### config.mk
export PLATFORM = sky130hd
export DESIGN_NAME = instr_wb_master_flat
export DESIGN_NICKNAME = d
export VERILOG_FILES = /design/src/rtl/instr_wb_pkg.sv /design/src/rtl/instr_wb_if.sv /design/src/rtl/instr_wb_timeout.sv /design/src/rtl/instr_wb_master.sv /design/src/flat_wrapper.sv
export SDC_FILE = /design/constraint.sdc
export NUM_CORES = 1
export LEC_CHECK = 0
export BUFFER_PORTS_ARGS = -buffer_cell sky130_fd_sc_hd__buf_2
export CORE_ASPECT_RATIO = 2
export CORE_UTILIZATION = 45
export CTS_CLUSTER_DIAMETER = 200
export DETAILED_ROUTE_END_ITERATION = 7
export HOLD_SLACK_MARGIN = 0.08
export PLACE_DENSITY_LB_ADDON = 0.25
export SYNTH_ARGS = -nofsm -noshare
export SYNTH_HDL_FRONTEND = slang
export SYNTH_SLANG_ARGS = --single-unit
### constraint.sdc
create_clock -name clk_i -period 4.4 [get_ports clk_i]
set_clock_uncertainty 0.15 [all_clocks]
set_input_delay 0.44 -clock clk_i [delete_from_list [all_inputs] [get_ports clk_i]]
set_output_delay 0.44 -clock clk_i [all_outputs]
set_load 0.01 [all_outputs]
### src/rtl/instr_wb_pkg.sv
// Shared types and widths for the pipelined Wishbone instruction-fetch master.
// The master, its bus interface and the timeout counter all import this package.
package instr_wb_pkg;

   localparam int ADR_W = 32;
   localparam int DAT_W = 32;
   localparam int SEL_W = 4;
   localparam int CNT_W = 16;

   typedef enum logic [1:0] {
      IDLE     = 2'd0,
      REQUEST  = 2'd1,
      WAIT_ACK = 2'd2,
      RESPONSE = 2'd3
   } state_t;

   // Counters stick at all-ones instead of wrapping back to zero.
   function automatic logic [CNT_W-1:0] sat_inc(input logic [CNT_W-1:0] value);
      return (value == {CNT_W{1'b1}}) ? value : value + 1'b1;
   endfunction

endpackage

### src/rtl/instr_wb_if.sv
// Pipelined Wishbone bus bundle between the master and a slave.
// Signal names are from the master's point of view.
interface instr_wb_if;
   import instr_wb_pkg::*;

   logic [ADR_W-1:0] wb_adr_o;
   logic [DAT_W-1:0] wb_dat_o;
   logic [DAT_W-1:0] wb_dat_i;
   logic             wb_we_o;
   logic [SEL_W-1:0] wb_sel_o;
   logic             wb_stb_o;
   logic             wb_ack_i;
   logic             wb_cyc_o;
   logic             wb_stall_i;

   modport master (
      output wb_adr_o,
      output wb_dat_o,
      output wb_we_o,
      output wb_sel_o,
      output wb_stb_o,
      output wb_cyc_o,
      input  wb_dat_i,
      input  wb_ack_i,
      input  wb_stall_i
   );

   modport slave (
      input  wb_adr_o,
      input  wb_dat_o,
      input  wb_we_o,
      input  wb_sel_o,
      input  wb_stb_o,
      input  wb_cyc_o,
      output wb_dat_i,
      output wb_ack_i,
      output wb_stall_i
   );

endinterface

### src/rtl/instr_wb_timeout.sv
// Cycle counter that flags a bus transaction running too long.
// It is held at zero while clear is high and counts while enable is high.
module instr_wb_timeout
   import instr_wb_pkg::*;
#(
   parameter logic [CNT_W-1:0] TIMEOUT = 16'd64
) (
   input  logic clk_i,
   input  logic rst_i,
   input  logic enable,
   input  logic clear,
   output logic expired
);

   logic [CNT_W-1:0] count;

   always_ff @(posedge clk_i or posedge rst_i) begin
      if (rst_i) begin
         count <= '0;
      end else if (clear) begin
         count <= '0;
      end else if (enable) begin
         count <= sat_inc(count);
      end
   end

   // A TIMEOUT of zero means the transaction may wait forever.
   assign expired = enable && (TIMEOUT != '0) && (count >= TIMEOUT);

endmodule

### src/rtl/instr_wb_master.sv
// Single-outstanding pipelined Wishbone master: accepts one request, drives it onto
// the bus, then returns a one-cycle response carrying the read data or a timeout error.
module instr_wb_master
   import instr_wb_pkg::*;
#(
   parameter logic [CNT_W-1:0] TIMEOUT = 16'd64
) (
   input  logic             clk_i,
   input  logic             rst_i,
   instr_wb_if.master       wb,
   input  logic             req_valid_i,
   output logic             req_ready_o,
   input  logic [ADR_W-1:0] req_adr_i,
   input  logic [DAT_W-1:0] req_dat_i,
   input  logic             req_we_i,
   input  logic [SEL_W-1:0] req_sel_i,
   output logic             rsp_valid_o,
   output logic [DAT_W-1:0] rsp_dat_o,
   output logic             rsp_err_o,
   output logic [CNT_W-1:0] stall_count_o
);

   state_t           state_q,       state_n;
   logic             cyc_q,         cyc_n;
   logic             stb_q,         stb_n;
   logic             we_q,          we_n;
   logic [ADR_W-1:0] adr_q,         adr_n;
   logic [DAT_W-1:0] dat_q,         dat_n;
   logic [SEL_W-1:0] sel_q,         sel_n;
   logic             rsp_valid_q,   rsp_valid_n;
   logic             rsp_err_q,     rsp_err_n;
   logic [DAT_W-1:0] rsp_dat_q,     rsp_dat_n;
   logic [CNT_W-1:0] stall_count_q, stall_count_n;

   logic busy;
   logic expired;
   logic ack_taken;

   assign busy = (state_q == REQUEST) || (state_q == WAIT_ACK);

   instr_wb_timeout #(
      .TIMEOUT (TIMEOUT)
   ) u_timeout (
      .clk_i   (clk_i),
      .rst_i   (rst_i),
      .enable  (busy),
      .clear   (!busy),
      .expired (expired)
   );

   // While the slave stalls the strobe has not been accepted, so an ack then is bogus.
   assign ack_taken = ((state_q == REQUEST) && !wb.wb_stall_i && wb.wb_ack_i) ||
                      ((state_q == WAIT_ACK) && wb.wb_ack_i);

   always_ff @(posedge clk_i or posedge rst_i) begin
      if (rst_i) begin
         state_q       <= IDLE;
         cyc_q         <= 1'b0;
         stb_q         <= 1'b0;
         we_q          <= 1'b0;
         adr_q         <= '0;
         dat_q         <= '0;
         sel_q         <= '0;
         rsp_valid_q   <= 1'b0;
         rsp_err_q     <= 1'b0;
         rsp_dat_q     <= '0;
         stall_count_q <= '0;
      end else begin
         state_q       <= state_n;
         cyc_q         <= cyc_n;
         stb_q         <= stb_n;
         we_q          <= we_n;
         adr_q         <= adr_n;
         dat_q         <= dat_n;
         sel_q         <= sel_n;
         rsp_valid_q   <= rsp_valid_n;
         rsp_err_q     <= rsp_err_n;
         rsp_dat_q     <= rsp_dat_n;
         stall_count_q <= stall_count_n;
      end
   end

   // An honoured ack beats a timeout that expires in the same cycle.
   always_comb begin
      state_n       = state_q;
      cyc_n         = cyc_q;
      stb_n         = stb_q;
      we_n          = we_q;
      adr_n         = adr_q;
      dat_n         = dat_q;
      sel_n         = sel_q;
      rsp_valid_n   = 1'b0;
      rsp_err_n     = 1'b0;
      rsp_dat_n     = rsp_dat_q;
      stall_count_n = stall_count_q;

      if ((state_q == REQUEST) && wb.wb_stall_i) begin
         stall_count_n = sat_inc(stall_count_q);
      end

      case (state_q)
         IDLE: begin
            if (req_valid_i) begin
               state_n       = REQUEST;
               cyc_n         = 1'b1;
               stb_n         = 1'b1;
               we_n          = req_we_i;
               adr_n         = req_adr_i;
               dat_n         = req_dat_i;
               sel_n         = req_sel_i;
               stall_count_n = '0;
            end
         end

         REQUEST, WAIT_ACK: begin
            if (ack_taken) begin
               state_n     = RESPONSE;
               cyc_n       = 1'b0;
               stb_n       = 1'b0;
               rsp_valid_n = 1'b1;
               rsp_dat_n   = we_q ? '0 : wb.wb_dat_i;
            end else if (expired) begin
               state_n     = RESPONSE;
               cyc_n       = 1'b0;
               stb_n       = 1'b0;
               rsp_valid_n = 1'b1;
               rsp_err_n   = 1'b1;
               rsp_dat_n   = '0;
            end else if ((state_q == REQUEST) && !wb.wb_stall_i) begin
               state_n = WAIT_ACK;
               stb_n   = 1'b0;
            end
         end

         RESPONSE: begin
            state_n = IDLE;
         end

         default: begin
            state_n = IDLE;
            cyc_n   = 1'b0;
            stb_n   = 1'b0;
         end
      endcase
   end

   assign req_ready_o   = (state_q == IDLE);

   assign wb.wb_cyc_o   = cyc_q;
   assign wb.wb_stb_o   = stb_q;
   assign wb.wb_we_o    = we_q;
   assign wb.wb_adr_o   = adr_q;
   assign wb.wb_dat_o   = dat_q;
   assign wb.wb_sel_o   = sel_q;

   assign rsp_valid_o   = rsp_valid_q;
   assign rsp_err_o     = rsp_err_q;
   assign rsp_dat_o     = rsp_dat_q;
   assign stall_count_o = stall_count_q;

endmodule

### src/flat_wrapper.sv
// flat-port wrapper written by rule: the top's interface ports become plain ports
module instr_wb_master_flat import instr_wb_pkg::*;
#(
   parameter logic [CNT_W-1:0] TIMEOUT = 16'd64
)
  (clk_i, rst_i, req_valid_i, req_ready_o, req_adr_i, req_dat_i, req_we_i, req_sel_i, rsp_valid_o, rsp_dat_o, rsp_err_o, stall_count_o, wb_wb_adr_o, wb_wb_dat_o, wb_wb_we_o, wb_wb_sel_o, wb_wb_stb_o, wb_wb_cyc_o, wb_wb_dat_i, wb_wb_ack_i, wb_wb_stall_i);
  instr_wb_if wb_i ();
  input  logic clk_i;
  input  logic rst_i;
  input  logic req_valid_i;
  output logic req_ready_o;
  input  logic [ADR_W-1:0] req_adr_i;
  input  logic [DAT_W-1:0] req_dat_i;
  input  logic req_we_i;
  input  logic [SEL_W-1:0] req_sel_i;
  output logic rsp_valid_o;
  output logic [DAT_W-1:0] rsp_dat_o;
  output logic rsp_err_o;
  output logic [CNT_W-1:0] stall_count_o;
  output wire logic [$bits(wb_i.wb_adr_o)-1:0] wb_wb_adr_o;
  output wire logic [$bits(wb_i.wb_dat_o)-1:0] wb_wb_dat_o;
  output wire logic [$bits(wb_i.wb_we_o)-1:0] wb_wb_we_o;
  output wire logic [$bits(wb_i.wb_sel_o)-1:0] wb_wb_sel_o;
  output wire logic [$bits(wb_i.wb_stb_o)-1:0] wb_wb_stb_o;
  output wire logic [$bits(wb_i.wb_cyc_o)-1:0] wb_wb_cyc_o;
  input wire logic [$bits(wb_i.wb_dat_i)-1:0] wb_wb_dat_i;
  input wire logic [$bits(wb_i.wb_ack_i)-1:0] wb_wb_ack_i;
  input wire logic [$bits(wb_i.wb_stall_i)-1:0] wb_wb_stall_i;
  assign wb_wb_adr_o = wb_i.wb_adr_o;
  assign wb_wb_dat_o = wb_i.wb_dat_o;
  assign wb_wb_we_o = wb_i.wb_we_o;
  assign wb_wb_sel_o = wb_i.wb_sel_o;
  assign wb_wb_stb_o = wb_i.wb_stb_o;
  assign wb_wb_cyc_o = wb_i.wb_cyc_o;
  assign wb_i.wb_dat_i = wb_wb_dat_i;
  assign wb_i.wb_ack_i = wb_wb_ack_i;
  assign wb_i.wb_stall_i = wb_wb_stall_i;
  instr_wb_master #(.TIMEOUT(TIMEOUT)) u_core (.clk_i(clk_i), .rst_i(rst_i), .wb(wb_i), .req_valid_i(req_valid_i), .req_ready_o(req_ready_o), .req_adr_i(req_adr_i), .req_dat_i(req_dat_i), .req_we_i(req_we_i), .req_sel_i(req_sel_i), .rsp_valid_o(rsp_valid_o), .rsp_dat_o(rsp_dat_o), .rsp_err_o(rsp_err_o), .stall_count_o(stall_count_o));
endmodule
### Word-level counts from Yosys, hierarchy flattened

Cells that the tools add are included.

| word-level totals | value |
|---|---|
| bits of input ports | 106 |
| bits in registers | 139 |
| logic and storage cells | 68 |
| output and inout port bits | 122 |

| cells by class | value |
|---|---|
| $add $sub $neg | 2 |
| multiplexer cells | 27 |
| reduce and logical (&&, ||, !) cells | 17 |
| $lt $le $gt $ge | 1 |
| equal/unequal tests | 9 |

Operators by type and width:

| operator | number |
|---|---|
| 2-to-1 mux 16 bit | 6 |
| 2-to-1 mux 32 bit | 3 |
| adder 16 x 1 -> 16 bit (second input constant) | 2 |
| == test 16 bit (second input constant) | 2 |
| >= comparator 16 x 7 -> 1 bit (second input constant) | 1 |
| 2-to-1 mux 1 bit | 11 |
| 2-to-1 mux 2 bit | 4 |
| case mux 2 bit (3 select lines) | 1 |
| AND reduction 2 bit | 3 |
| AND reduction 3 bit | 2 |
| logical AND 1 bit | 5 |
| == test 2 bit (second input constant) | 2 |
| inequality test 2 bit (second input constant) | 2 |
| inequality test 4 x 1 -> 1 bit (second input constant) | 1 |
| case mux 1 bit (2 select lines) | 2 |
| nonzero test 2 bit | 2 |
| inequality test 3 x 1 -> 1 bit (second input constant) | 1 |
| == test 2 x 1 -> 1 bit (second input constant) | 1 |
| zero test 2 bit | 1 |
| logical OR 1 bit | 2 |
| OR reduction 2 bit | 1 |
| zero test 1 bit | 1 |

### Logic depth before layout (Yosys ltp)

| logic depth | value |
|---|---|
| depth after elaboration | 6 |
| mapped depth | 8 |
| gate-level depth less buffers | 6 |

### Modules after synthesis

From an unflattened synthesis, not the netlist that was laid out.

| second synthesis, totals | value |
|---|---|
| cell total of the unflattened synthesis | 603 |
| area, all modules | 5,903.2 µm² |

Modules (own cells, without submodules):

| module | times used | area an instance (µm²) | seq. area each (µm²) | cells an instance |
|---|---|---|---|---|
| instr_wb_master | 1 | 4,942.2 | 3,078.0 | 496 |
| instr_wb_timeout | 1 | 960.9 | 400.4 | 107 |

### Worst setup path after synthesis

OpenSTA, ideal clock, no wires.

| timing | value |
|---|---|
| path kind | register to register |
| start point | reg u_core.stall_count_q[0] (netlist: u_core.stall_count_o[0]) |
| end point | reg u_core.stall_count_q[2] (netlist: u_core.stall_count_o[2]) |
| data required time | 4,151 ps |
| setup time | 99 ps |
| arrival time | 1,669 ps |
| setup slack | 2,481 ps |
| stages on the path, launching flop included | 7 |
| buffers on the path | 1 |
| clock period less this slack | 1,919 ps |
| path through | dfrtp_1 > ha_1 > nand3_2 > nor4_4 > buf_4 > a21oi_1 > a311oi_1 |

| between the ends | value |
|---|---|
| cells in the longest elaborated chain, start to end | 5 |
| elaborated cells between the ends (all ways) | 6 |
| classes of those cells | add/sub: 1; eq/ne: 1; mux: 4 |

Ends and longest elaborated chain:

| item | line | RTL |
|---|---|---|
| start, declared | instr_wb_master.sv:33 | `logic [CNT_W-1:0] stall_count_q, stall_count_n;` |
| start signal, assigned | instr_wb_master.sv:79 | `stall_count_q <= stall_count_n;` |
| adder 16 x 1 -> 16 bit or == test 16 bit (tied branches) | instr_wb_pkg.sv:19 | `return (value == {CNT_W{1'b1}}) ? value : value + 1'b1;` |
| 2-to-1 mux 16 bit * | instr_wb_pkg.sv:19 |  |
| 2-to-1 mux 16 bit * | instr_wb_master.sv:97 | `if ((state_q == REQUEST) && wb.wb_stall_i) begin` |
| 2-to-1 mux 16 bit | instr_wb_master.sv:103 | `if (req_valid_i) begin` |
| 2-to-1 mux 16 bit * | instr_wb_master.sv:101 | `case (state_q)` |
| via u_core.stall_count_n[2] | instr_wb_master.sv:33 |  |

Mark *: on every way through the listed nets, which the timed path passes. The rest lies on a longest branch.
A chain may end at the register's enable or synchronous reset.

### Worst setup path in the final report

| timing | value |
|---|---|
| start point | reg u_core.state_q[1] |
| end point | reg u_core.rsp_dat_q[29] (netlist: u_core.rsp_dat_o[29]) |

| between the ends | value |
|---|---|
| cells in the longest elaborated chain, start to end | 6 |
| elaborated cells between the ends (all ways) | 12 |
| classes of those cells | eq/ne: 2; mux: 1; reduce/logical: 9 |

Ends and longest elaborated chain:

| item | line | RTL |
|---|---|---|
| start, declared | instr_wb_master.sv:23 | `state_t state_q, state_n;` |
| start signal, assigned | instr_wb_master.sv:69 | `state_q <= state_n;` |
| == test 2 x 1 -> 1 bit | instr_wb_master.sv:39, instr_wb_master.sv:52, instr_wb_master.sv:101 |  |
| logical AND 1 bit (2 in series) | instr_wb_master.sv:52 | `assign ack_taken = ((state_q == REQUEST) && !wb.wb_stall_i && wb.wb_ack_i) \|\|` |
| logical OR 1 bit | instr_wb_master.sv:52 |  |
| nonzero test 2 bit (no line) | n/a |  |
| AND reduction 2 bit (no line) | n/a |  |
| end signal, assigned | instr_wb_master.sv:78 | `rsp_dat_q <= rsp_dat_n;` |
| end, declared | instr_wb_master.sv:32 | `logic [DAT_W-1:0] rsp_dat_q, rsp_dat_n;` |

Parallel ways exist; a longest one is shown, timed or not.

==> results.yml <==
critical_path:
  critPathMostFrequentCell: "o21a_1"
  cpPeakStageDelay_ns: 0.87
  cp_cell_sequence: "inv_1 > ha_1 > nor2b_1 > o21a_1 > buf_4 > o21a_1 > o21ai_0"
  required_ns: 4.49
  critical_path_depth: 7
  cp_max_fo: 35
  cp-start-kind: "flip-flop"
  crit_buf_inv: 2
  rr_startpoint: "u_core.state_q[1]"
  arrival_ns: 2.90
  crit_end: "u_core.rsp_dat_o[29]"
  timing.rr.end: "u_core.rsp_dat_o[29]"
  criticalPathCategory: "reg -> reg"
  r2r_setup_slack_ns: 1.59
  cpMaxStageDelayCell: "o21a_1"
  timing.critical_path.from: "u_core.state_q[1]"
  critPathTopFamily: "compound AO/OA/AOI/OAI gates"
  endpoint_kind: "flip-flop"
  r2r_cells: 7
place:
  port_buffers: 227
  place_congestion: 0.8044
  dpl.hpwl_um: 11250
  place_area_mm2: 0.007437
timing:
  slew_violations: 0
  worst_pin_slew_ns: 1.055
  hold_viol: 0
  setup-tns-final_ns: 0
  setup_viol: 0
  min_period_ns: 2.808
  relSlewSlack_pct: 29.64
  rsz0062_at_grt: "false"
  fmax_mhz: 356.1
  min_period_over_period_pct: 63.82
logic_synthesis:
  ys_types: 50
  synth-seq-cells: 139
  synth_edf_count: 0
  synthCells: 671
  ys_seq_area_share_pct: 56.07
  ys.flop_type: "dfrtp_1"
  netlist_area_mm2: 0.006203
  synth_warnings: 0
  syn-num-nets: 784
  syn_avg_cell_area_um2: 9.245
  async_flop_share_pct: 100.0
floorplan:
  initial_core_util_pct: 46.16
  rows: 60
  die_h_um: 168.0
  ios: 228
  fp.coreArea_mm2: 0.01344
  die-area_mm2: 0.01429
  die_x_um: 85.02
job:
  cap_violations: 0
power_and_ir_drop:
  switching_share_pct: 38.03
  switchingPower_mw: 2.068
  power.density_mw_per_mm2: 624.6
  combPwrFrac_pct: 35.5
  vdd_drop_max_mv: 0.4004
  leakage_nw: 4.553
  p_clk_share_pct: 26.7
  p_seq_share_pct: 37.7
  internal_power_mw: 3.370
clock_network:
  cts-root-buf: "clkbuf_16"
  clock-sinks: 139
  numCtsBuffers: 17
  clk_latency_ns: 0.42
  cts_max_level: 4
  post_cts_resized: 0
  clk_pin_slew_ns: 0.06
  cts_max_path_buffers: 2
  cts_tree: "built"
detailed_routing:
  via_count: 5900
  first_pass_iters: 4
  drcViolationCount: 0
  avgRoutedWirePerCell_um: 15.56
  drtIter0Drc: 272
  postRouteAntennaNets: 0
  viasPerCell: 5.258
  routed_wl_um: 17460
cells_and_area:
  final_common_cell: "buf_2"
  fin_nets: 1067
  antenna-diode-count: 0
  syn2layout_area_growth_pct: 40.36
  layout_common_cells: "buf_2, nand2_1, dfrtp_1, dlygate4sd3_1, inv_1"
  stdcell_area_mm2: 0.008707
  drive_above_1_share_pct: 28.65
global_route:
  grt_use_total_pct: 24.91
  grt_max_degree: 83
  grt_overflow_total: 0
  grt_pass1_wl_um: 28020
  grt_pass1_vias: 5934
  antenna_found_initial: 0
status:
  outcome: "complete, no violations"
worst_hold_path:
  hold_class: "in -> reg"
[through the flow]
| stage | hold WS (ns) | worst slack [ns] | std cells | util [%] | total power, mW |
|---|---|---|---|---|---|
| 2_1_floorplan | 0.3639 | 0.08548 | 671 | - | 3.162 |
| 3_3_place_gp | 0.3019 | 1.697 | 1023 | 55.34 | 3.884 |
| 3_5_place_dp | 0.3065 | 1.620 | 1023 | 55.34 | 3.936 |
| 4_1_cts | 0.08235 | 1.587 | 1122 | 64.80 | 5.460 |
| 5_1_grt | 0.08710 | 1.366 | 1122 | 64.80 | 5.791 |
| 6_report | 0.08808 | 1.592 | 1122 | 64.80 | 5.439 |
[flip-flops by register name, indices dropped and copies added (netlist names)]
name / count
u_core.rsp_dat_o: 32
u_core.rsp_err_o: 1
u_core.rsp_valid_o: 1
u_core.stall_count_o: 16
u_core.state_q: 2
u_core.u_timeout.count: 16
u_core.wb.wb_adr_o: 32
u_core.wb.wb_cyc_o: 1
u_core.wb.wb_dat_o: 32
u_core.wb.wb_sel_o: 4
u_core.wb.wb_stb_o: 1
u_core.wb.wb_we_o: 1
[how the worst min path moves through the flow]
stage | start | end | slack (ns) | cells past startpoint
6_report | req_adr_i[13] | u_core.wb.wb_adr_o[13] | 0.09 | 3
5_1_grt | req_adr_i[13] | u_core.wb.wb_adr_o[13] | 0.09 | 3
4_1_cts | req_adr_i[13] | u_core.wb.wb_adr_o[13] | 0.08 | 3
3_5_place_dp | u_core.wb.wb_dat_o[3] | u_core.wb.wb_dat_o[3] | 0.31 | 2
3_3_place_gp | u_core.wb.wb_adr_o[15] | u_core.wb.wb_adr_o[15] | 0.30 | 2
2_1_floorplan | u_core.wb.wb_adr_o[0] | u_core.wb.wb_adr_o[0] | 0.36 | 2
[synth_stat cells (2+ instances only)]
| master | count | area, µm² |
|---|---|---|
| a211oi_1 | 3 | 22.52 |
| a21oi_1 | 14 | 70.07 |
| a311oi_1 | 3 | 26.28 |
| a31oi_1 | 6 | 37.54 |
| a41oi_1 | 2 | 17.52 |
| and2_1 | 2 | 12.51 |
| and3_1 | 7 | 43.79 |
| and4_1 | 3 | 26.28 |
| buf_2 | 3 | 15.01 |
| clkbuf_1 | 30 | 112.6 |
| dfrtp_1 | 139 | 3478 |
| ha_1 | 7 | 87.58 |
| inv_1 | 44 | 165.2 |
| mux2i_1 | 6 | 60.06 |
| nand2_1 | 222 | 833.3 |
| nand2b_1 | 2 | 12.51 |
| nand3_1 | 10 | 50.05 |
| nand4_1 | 8 | 50.05 |
| nand4_2 | 3 | 37.54 |
| nand4b_1 | 32 | 280.3 |
| nor2_1 | 19 | 71.32 |
| nor2b_1 | 4 | 25.02 |
| nor3_1 | 12 | 60.06 |
| nor4_1 | 7 | 43.79 |
| nor4_4 | 2 | 42.54 |
| o211ai_1 | 2 | 15.01 |
| o21a_1 | 3 | 22.52 |
| o21ai_0 | 34 | 170.2 |
| o21ai_1 | 10 | 50.05 |
| o31ai_1 | 5 | 37.54 |
| or3_1 | 4 | 25.02 |
| or4_1 | 4 | 30.03 |
| xnor2_1 | 2 | 17.52 |
[layer usage]
metal / wire [µm] / vias to the layer above / global-route usage, %
met3: 849 / 38 / 5.539
met4: 522 / 0 / 11.27
met1: 6619 / 2843 / 26.98
met2: 9471 / 194 / 45.44
met5: 0 / - / 0
li1: - / 2825 / -
[repair_timing]
| action | CTS | global route |
|---|---|---|
| hold endpoints to repair | 146 | 0 |
| hold buffers | 67 | 0 |
| setup buffers | 0 | 0 |
[tightest hold or removal path, delay by kind of cell]
kind                   cells  cell delay [ns]
buffers and inverters      1             0.08
and+or+nand+nor            2             0.09
[cell families (layout without fill, tap and decap cells)]
| logic type | after synthesis | in the layout | synth area share (%) |
|---|---|---|---|
| simple gates | 347 | 347 | 27.49 |
| xor+xnor | 2 | 2 | 0.2824 |
| buf+inv | 80 | 376 | 5.083 |
| fa+ha+maj | 7 | 7 | 1.412 |
| compound gates | 90 | 90 | 8.693 |
| mux | 6 | 6 | 0.9682 |
| flops | 139 | 139 | 56.07 |
[layout make-up]
cell class                      count  area (µm²)
Multi-Input combinational cell    452        2414
Clock inverter                     13       156.4
Tap cell                          155       193.9
Fill cell                        1122        4731
Clock buffer                       19       442.9
Sequential cell                   139        3478
Inverter                           44       170.2
Timing Repair Buffer              300        1852
[power by group through the flow]
| stage | Clock, mW | Sequential [mW] | Combinational [mW] |
|---|---|---|---|
| after floorplan | 0 | 2.23 | 0.935 |
| after global placement | 0 | 2.05 | 1.83 |
| after detailed placement | 0 | 2.06 | 1.88 |
| after CTS | 1.48 | 2.05 | 1.93 |
| after global routing | 1.53 | 2.11 | 2.15 |
| final | 1.45 | 2.05 | 1.93 |
Power figures use the tool's default switching activity.
